**src/rtl/fib_fill_ctrl.sv**
```systemverilog
// fib_fill_ctrl: fills a register file with a Fibonacci sequence, then reads it back and flags the first mismatch.
module fib_fill_ctrl #(
    parameter int DEPTH = 64,
    parameter int AW = 6,
    parameter int DW = 64,
    parameter logic [DW-1:0] SEED0 = '0,
    parameter logic [DW-1:0] SEED1 = DW'(1)
) (
    input  logic          clk,
    input  logic          rst,
    input  logic          start,
    output logic          wEn,
    output logic [AW-1:0] wAddr,
    output logic [DW-1:0] wDin,
    output logic [AW-1:0] rAddr,
    input  logic [DW-1:0] rDout,
    output logic          busy,
    output logic          rReady,
    output logic          err,
    output logic [AW-1:0] errAddr
);
    typedef enum logic [1:0] {IDLE, FILL, CHECK, DONE} state_t;
    localparam logic [AW-1:0] LAST = AW'(DEPTH - 1);
    state_t state_q, state_d;
    logic [AW-1:0] idx_q, idx_d, err_addr_q, err_addr_d;
    logic [DW-1:0] a_q, a_d, b_q, b_d;
    logic err_q, err_d;
    always_ff @(posedge clk) begin
        if (rst) begin
            state_q    <= IDLE;
            idx_q      <= '0;
            a_q        <= '0;
            b_q        <= '0;
            err_q      <= 1'b0;
            err_addr_q <= '0;
        end else begin
            state_q    <= state_d;
            idx_q      <= idx_d;
            a_q        <= a_d;
            b_q        <= b_d;
            err_q      <= err_d;
            err_addr_q <= err_addr_d;
        end
    end
    always_comb begin
        state_d    = state_q;
        idx_d      = idx_q;
        a_d        = a_q;
        b_d        = b_q;
        err_d      = err_q;
        err_addr_d = err_addr_q;
        wEn        = 1'b0;
        wAddr      = '0;
        wDin       = '0;
        rAddr      = '0;
        case (state_q)
            IDLE, DONE: begin
                if (start) begin
                    state_d    = FILL;
                    idx_d      = '0;
                    a_d        = SEED0;
                    b_d        = SEED1;
                    err_d      = 1'b0;
                    err_addr_d = '0;
                end
            end
            FILL, CHECK: begin
                wEn   = state_q == FILL;
                wAddr = wEn ? idx_q : '0;
                wDin  = wEn ? a_q : '0;
                rAddr = wEn ? '0 : idx_q;
                if (!wEn && rDout != a_q && !err_q) begin
                    err_d      = 1'b1;
                    err_addr_d = idx_q;
                end
                a_d   = b_q;
                b_d   = a_q + b_q;
                idx_d = idx_q + 1'b1;
                // Last entry: reseed the generator so CHECK regenerates the same sequence.
                if (idx_q == LAST) begin
                    state_d = wEn ? CHECK : DONE;
                    idx_d   = '0;
                    a_d     = wEn ? SEED0 : '0;
                    b_d     = wEn ? SEED1 : '0;
                end
            end
            default: state_d = IDLE;
        endcase
    end
    assign busy    = state_q == FILL || state_q == CHECK;
    assign rReady  = state_q == DONE;
    assign err     = err_q;
    assign errAddr = err_addr_q;
endmodule

```
**config.mk**
```make
export PLATFORM = sky130hd
export DESIGN_NAME = fib_fill_ctrl
export DESIGN_NICKNAME = d
export VERILOG_FILES = /design/src/rtl/fib_fill_ctrl.sv
export SDC_FILE = /design/constraint.sdc
export NUM_CORES = 1
export LEC_CHECK = 0
export ABC_AREA = 1
export CAP_MARGIN = 15
export CORE_ASPECT_RATIO = 1.75
export CORE_MARGIN = 3
export CORE_UTILIZATION = 59
export DETAILED_ROUTE_END_ITERATION = 6
export DONT_BUFFER_PORTS = 1
export HOLD_SLACK_MARGIN = 0.15
export PLACE_DENSITY = 0.86
export SETUP_SLACK_MARGIN = 0.05
export SLEW_MARGIN = 10
export SYNTH_ARGS = -nofsm -noshare
export SYNTH_HDL_FRONTEND = slang
export SYNTH_SLANG_ARGS = --single-unit
```
**constraint.sdc**
```tcl
create_clock -name clk -period 2 [get_ports clk]
set_clock_uncertainty 0.1 [all_clocks]
set_input_delay 0.2 -clock clk [delete_from_list [all_inputs] [get_ports clk]]
set_output_delay 0.2 -clock clk [all_outputs]
set_load 0.02 [all_outputs]
```
==> results of run 1 <==
==> cell families after synthesis <==
group                      count (synthesis)  synth area share [%]
xor gates and xnor gates                  63                  4.47
DFF                                      143                  23.2
buffers and inverters                    471                  14.7
AOI/OAI and AO/OA                        239                  9.81
and+or+nand+nor                         1228                  40.7
adders and majority gates                 69                  7.06
==> stage by stage <==
| stage | utilization [%] | setup TNS [ns] |
|---|---|---|
| 2_1_floorplan | - | 0 |
| 3_3_place_gp | 73.1 | -10.33 |
| 4_1_cts | 89.4 | -4.37 |
| 3_5_place_dp | 73.1 | -13.36 |
==> routing by layer <==
metal	overflow	global-route usage, %
met2	0	90.4
met3	0	51.0
met5	0	13.1
met1	0	66.8
met4	2	69.7
==> synthesized netlist by cell type (all sizes together) <==
cell type / instances / area share [%]
nand2: 922 / 28
inv: 419 / 13
a21oi: 203 / 8.2
nor2: 153 / 5.0
dfxtp: 143 / 23
nand3: 98 / 4.0
ha: 68 / 6.9
xor2: 59 / 4.2
o21ai: 30 / 1.2
buf: 26 / 1.2
clkbuf: 26 / 0.79
nor3: 18 / 1.1
nand3b: 11 / 0.80
nand4: 11 / 0.56
or2: 10 / 0.51
xnor2: 4 / 0.28
and2: 2 / 0.10
nor3b: 2 / 0.12
o21bai: 2 / 0.12
a211oi: 1 / 0.061
a21boi: 1 / 0.061
a32oi: 1 / 0.071
fa: 1 / 0.16
nor4: 1 / 0.10
o22ai: 1 / 0.051
==> repair_timing <==
action	CTS
endpoints found under the setup margin	141
gates resized for setup	625
hold endpoints to repair	143
gates cloned	6
buffers inserted	41
pin swaps	152
hold buffers	2
==> flow_summary.yaml, run 1 <==
run_status:
  haltStage: "5_1_grt"
  tool.error: "[ERROR GRT-0116] Global routing finished with congestion. Check the congestion regions in the DRC Viewer."
  outcome: "aborted with a tool error"
clock_network:
  cts_sinks: 143
  cts_root_buf: "clkbuf_16"
  numCtsBuffers: 17
  cts.path.max_buffers: 2
  htreeDepth: 4
global_routing:
  grt_pass1_vias: 20066
  track_usage_pct: 69.4
  grt_max_degree: 140
  grt_pass1_wl_um: 119000
  grt-ovfl-total: 2
placement:
  place.gp.congestion: 1.05
  pre_cts_ws_ns: -0.509
  dp.cells: 2732
  place_area_um2: 15000
  dp_hpwl_um: 36400
  numPortBuffers: 0
synth:
  netlist_instances: 2213
  ys_seq_elements: 143
  ys.warnings.count: 0
  ys_seq_area_share_pct: 23.2
  synth_nets: 2349
  synth.avg_cell_area_um2: 5.58
  synth.distinct_cells: 36
  mappedNetlistArea_um2: 12300
floorplan:
  initial_core_util_pct: 60.3
  die_h_um: 197
  die_w_um: 115
  pin_count: 153
  std_cell_rows: 69
==> run 2: changes to the inputs <==
--- a/config.mk
+++ b/config.mk
@@ -7,14 +7,11 @@
 export LEC_CHECK = 0
 export ABC_AREA = 1
 export CAP_MARGIN = 15
-export CORE_ASPECT_RATIO = 1.75
 export CORE_MARGIN = 3
-export CORE_UTILIZATION = 59
+export CORE_UTILIZATION = 40
 export DETAILED_ROUTE_END_ITERATION = 6
 export DONT_BUFFER_PORTS = 1
-export HOLD_SLACK_MARGIN = 0.15
-export PLACE_DENSITY = 0.86
-export SETUP_SLACK_MARGIN = 0.05
+export PLACE_DENSITY_LB_ADDON = 0.15
 export SLEW_MARGIN = 10
 export SYNTH_ARGS = -nofsm -noshare
 export SYNTH_HDL_FRONTEND = slang
==> constraint.sdc (replaced) <==
create_clock -name clk -period 2.6 [get_ports clk]
set_clock_uncertainty 0.1 [all_clocks]
set_input_delay 0.26 -clock clk [delete_from_list [all_inputs] [get_ports clk]]
set_output_delay 0.26 -clock clk [all_outputs]
set_load 0.02 [all_outputs]
==> flow_summary.yaml, run 2 <==
run_status:
  outcome: "finished, final reports clean"
synth:
  synth_nets: 2349
  netlist_instances: 2213
  synth_xor_area_share_pct: 4.47
  yosys-top-cells-area: "nand2_1 (27%), dfxtp_1 (23%), inv_1 (13%)"
  synthSimpleGateAreaFrac_pct: 40.7
  synth.avg_cell_area_um2: 5.58
  synth_ff_type: "dfxtp_1"
  synthAdderAreaFrac_pct: 7.06
  ys_seq_area_share_pct: 23.2
  ys.warnings.count: 0
  synth_top_area_share_pct: 27.5
  synth_top_family_by_area: "simple AND/OR/NAND/NOR gates"
  synth_edf_count: 0
  synthTopCellsByCount: "nand2_1 (904), inv_1 (413), a21oi_1 (203)"
  synth.distinct_cells: 36
  synthMuxAreaShare_pct: 0
  ys_seq_elements: 143
  mappedNetlistArea_um2: 12300
  yosysMostFrequentCell: "nand2_1"
  async_flop_share_pct: 0
  synth_top_area_cell: "nand2_1"
  synth_compound_area_share_pct: 9.81
clock_network:
  cts_tree: "built"
  clk_latency_ns: 0.45
  cts_root_buf: "clkbuf_16"
  numCtsBuffers: 17
  cts_sinks: 143
  cts.path.max_buffers: 2
  htreeDepth: 4
  clk_pin_slew_worst_paths_ns: 0.07
layout:
  most-common-layout-cells: "nand2_1 (896), inv_1 (412), a21oi_1 (203), dfxtp_1 (134), nor2_1 (130)"
  final_common_cell: "nand2_1"
  design_area_um2: 14200
  nNetsFinal: 2402
  antenna-diode-count: 0
  top_regs: "a_q x64, b_q x64"
  stdcell_count: 2669
  syn_to_final_growth_pct: 15.1
  nFillCells: 3300
  drive_above_1_share_pct: 7.94
hold_path:
  hp-class: "in2reg"
  holdPathStages: 4
placement:
  place.gp.congestion: 0.980
  place_area_um2: 13000
  dp_hpwl_um: 32800
  pre_cts_ws_ns: -0.0759
  dp.cells: 2594
  numPortBuffers: 0
route:
  vias: 12942
  met3RoutedLength_um: 2160
  via_per_inst: 4.85
  dr.pass1.iters: 6
  routedWlPerCell_um: 15.7
  wl_met1_um: 19900
  antenna_left: 0
  route.met2.wl_um: 19000
  top_layer_used: "met4"
  drc: 0
  drt_wl_total_um: 42000
  drtIter0Drc: 798
power:
  vdd_drop_max_v: 0.000425
  finalPower_uw: 5340
  leakagePower_uw: 0.00780
  power_density_nw_per_um2: 376
worst_setup_path:
  r2r_end: "b_q[13]$_SDFFE_PP0P_"
  start_kind: "flip-flop"
  r2r_start: "a_q[10]$_SDFFE_PP0P_"
  worstPathRequired_ns: 2.84
  crit_arrival_ns: 2.74
  endpoint_kind: "flip-flop"
  timing_worst_setup_path_type: "reg2reg"
  worstSetupStartpoint: "a_q[10]$_SDFFE_PP0P_"
  r2r_setup_slack_ns: 0.10
  endpoint: "b_q[13]$_SDFFE_PP0P_"
  rr_worst_depth: 11
  crit_fanout: 5
timing:
  slew_viol_final: 0
  hold_viol_final: 0
  tightest_slew_ns: 0.500
  rsz0062_at_grt: "yes"
  clock.fmax_mhz: 400
  slew_headroom_pct: 66.7
  fin_crit_sh_pct: 96.1
  fin_crit_ns: 2.50
  finalSetupTns_ns: 0
  setup_slack_ns: 0.100
  finalSetupViolCount: 0
global_routing:
  grt-ovfl-total: 0
  grt_max_degree: 140
  grt_pass1_wl_um: 66000
  track_usage_pct: 25.2
  grt_antenna_before_repair: 0
  grt_pass1_vias: 12135
floorplan:
  die_w_um: 182
  core-area_um2: 30000
  die_h_um: 182
  die_area_um2: 33000
  initial_core_util_pct: 41.1
  std_cell_rows: 63
  pin_count: 153
flow_run:
  cap_violations: 0
==> run 2: cell counts after synthesis <==
No cell type changed its count.
==> run 2: logic make-up after synthesis <==
group,Yosys count
XOR/XNOR,63
AO/OA/AOI/OAI,239
AND/OR/NAND/NOR,1228
buffers and inverters,471
flip-flops,143
adder cells (fa/ha/maj),69
==> run 2: worst min-delay path by stage <==
| stage | slack (ns) | end | from |
|---|---|---|---|
| finish | 0.06 | b_q[59]$_SDFFE_PP0P_ | start |
| global route | 0.07 | idx_q[4]$_SDFFE_PP0P_ | start |
| CTS | -0.23 | errAddr[5]$_SDFFE_PP0P_ | rst |
| detailed placement | 0.25 | a_q[1]$_SDFFE_PP0P_ | rst |
| global placement | 0.25 | a_q[1]$_SDFFE_PP0P_ | rst |
| floorplan | 0.35 | b_q[0]$_SDFFE_PP0P_ | rst |
==> run 2: repair_timing <==
| item | 4_1_cts | 5_1_grt |
|---|---|---|
| hold buffers | 40 | 1 |
| hold endpoints to repair | 143 | 99 |
| gates resized for setup | 4 | 40 |
| setup buffers | 0 | 2 |
| pin swaps | 0 | 2 |
| setup endpoints to repair | 3 | 60 |
==> run 2: final cells by class <==
cell class	count	area (um2)	area share (%)
Clock buffer	21	480	3.38
Tap cell	390	488	3.44
Clock inverter	11	103	0.722
Inverter	419	1570	11.1
Timing Repair Buffer	86	832	5.86
Sequential cell	143	2870	20.2
Multi-Input combinational cell	1599	7850	55.3
==> run 2: critical path, cell delays in order (launching register included) <==
cell,delay [ns]
dfxtp_1,0.44
ha_4,0.26
nand2_1,0.09
inv_1,0.06
nand2_1,0.10
inv_1,0.08
a21oi_1,0.14
nand2_1,0.13
or2_2,0.30
nand3_1,0.08
a21oi_1,0.06
dlygate4sd3_1,0.56
==> run 2: metrics by stage <==
| stage | utilization (%) | hold WS, ns |
|---|---|---|
| 2_1_floorplan | - | 0.353 |
| 3_3_place_gp | 43.2 | 0.246 |
| 3_5_place_dp | 43.2 | 0.250 |
| 4_1_cts | 46.5 | -0.226 |
| 5_1_grt | 47.3 | 0.0701 |
| 6_report | 47.3 | 0.0619 |
==> run 2: per-layer routing <==
layer,global-route usage [%],vias up
met3,3.21,42
met4,7.37,0
met2,41.5,357
li1,-,6797
met5,0,-
met1,34.5,5746
==> run 2: power breakdown <==
| group | switching [uW] | internal (uW) | leakage, uW |
|---|---|---|---|
| sequential | 19.8 | 2200 | 0.00116 |
| combinational | 434 | 172 | 0.00636 |
| clock | 1090 | 1420 | 0.000283 |
| total | 1540 | 3800 | 0.00780 |
(Power assumes the default switching activity.)
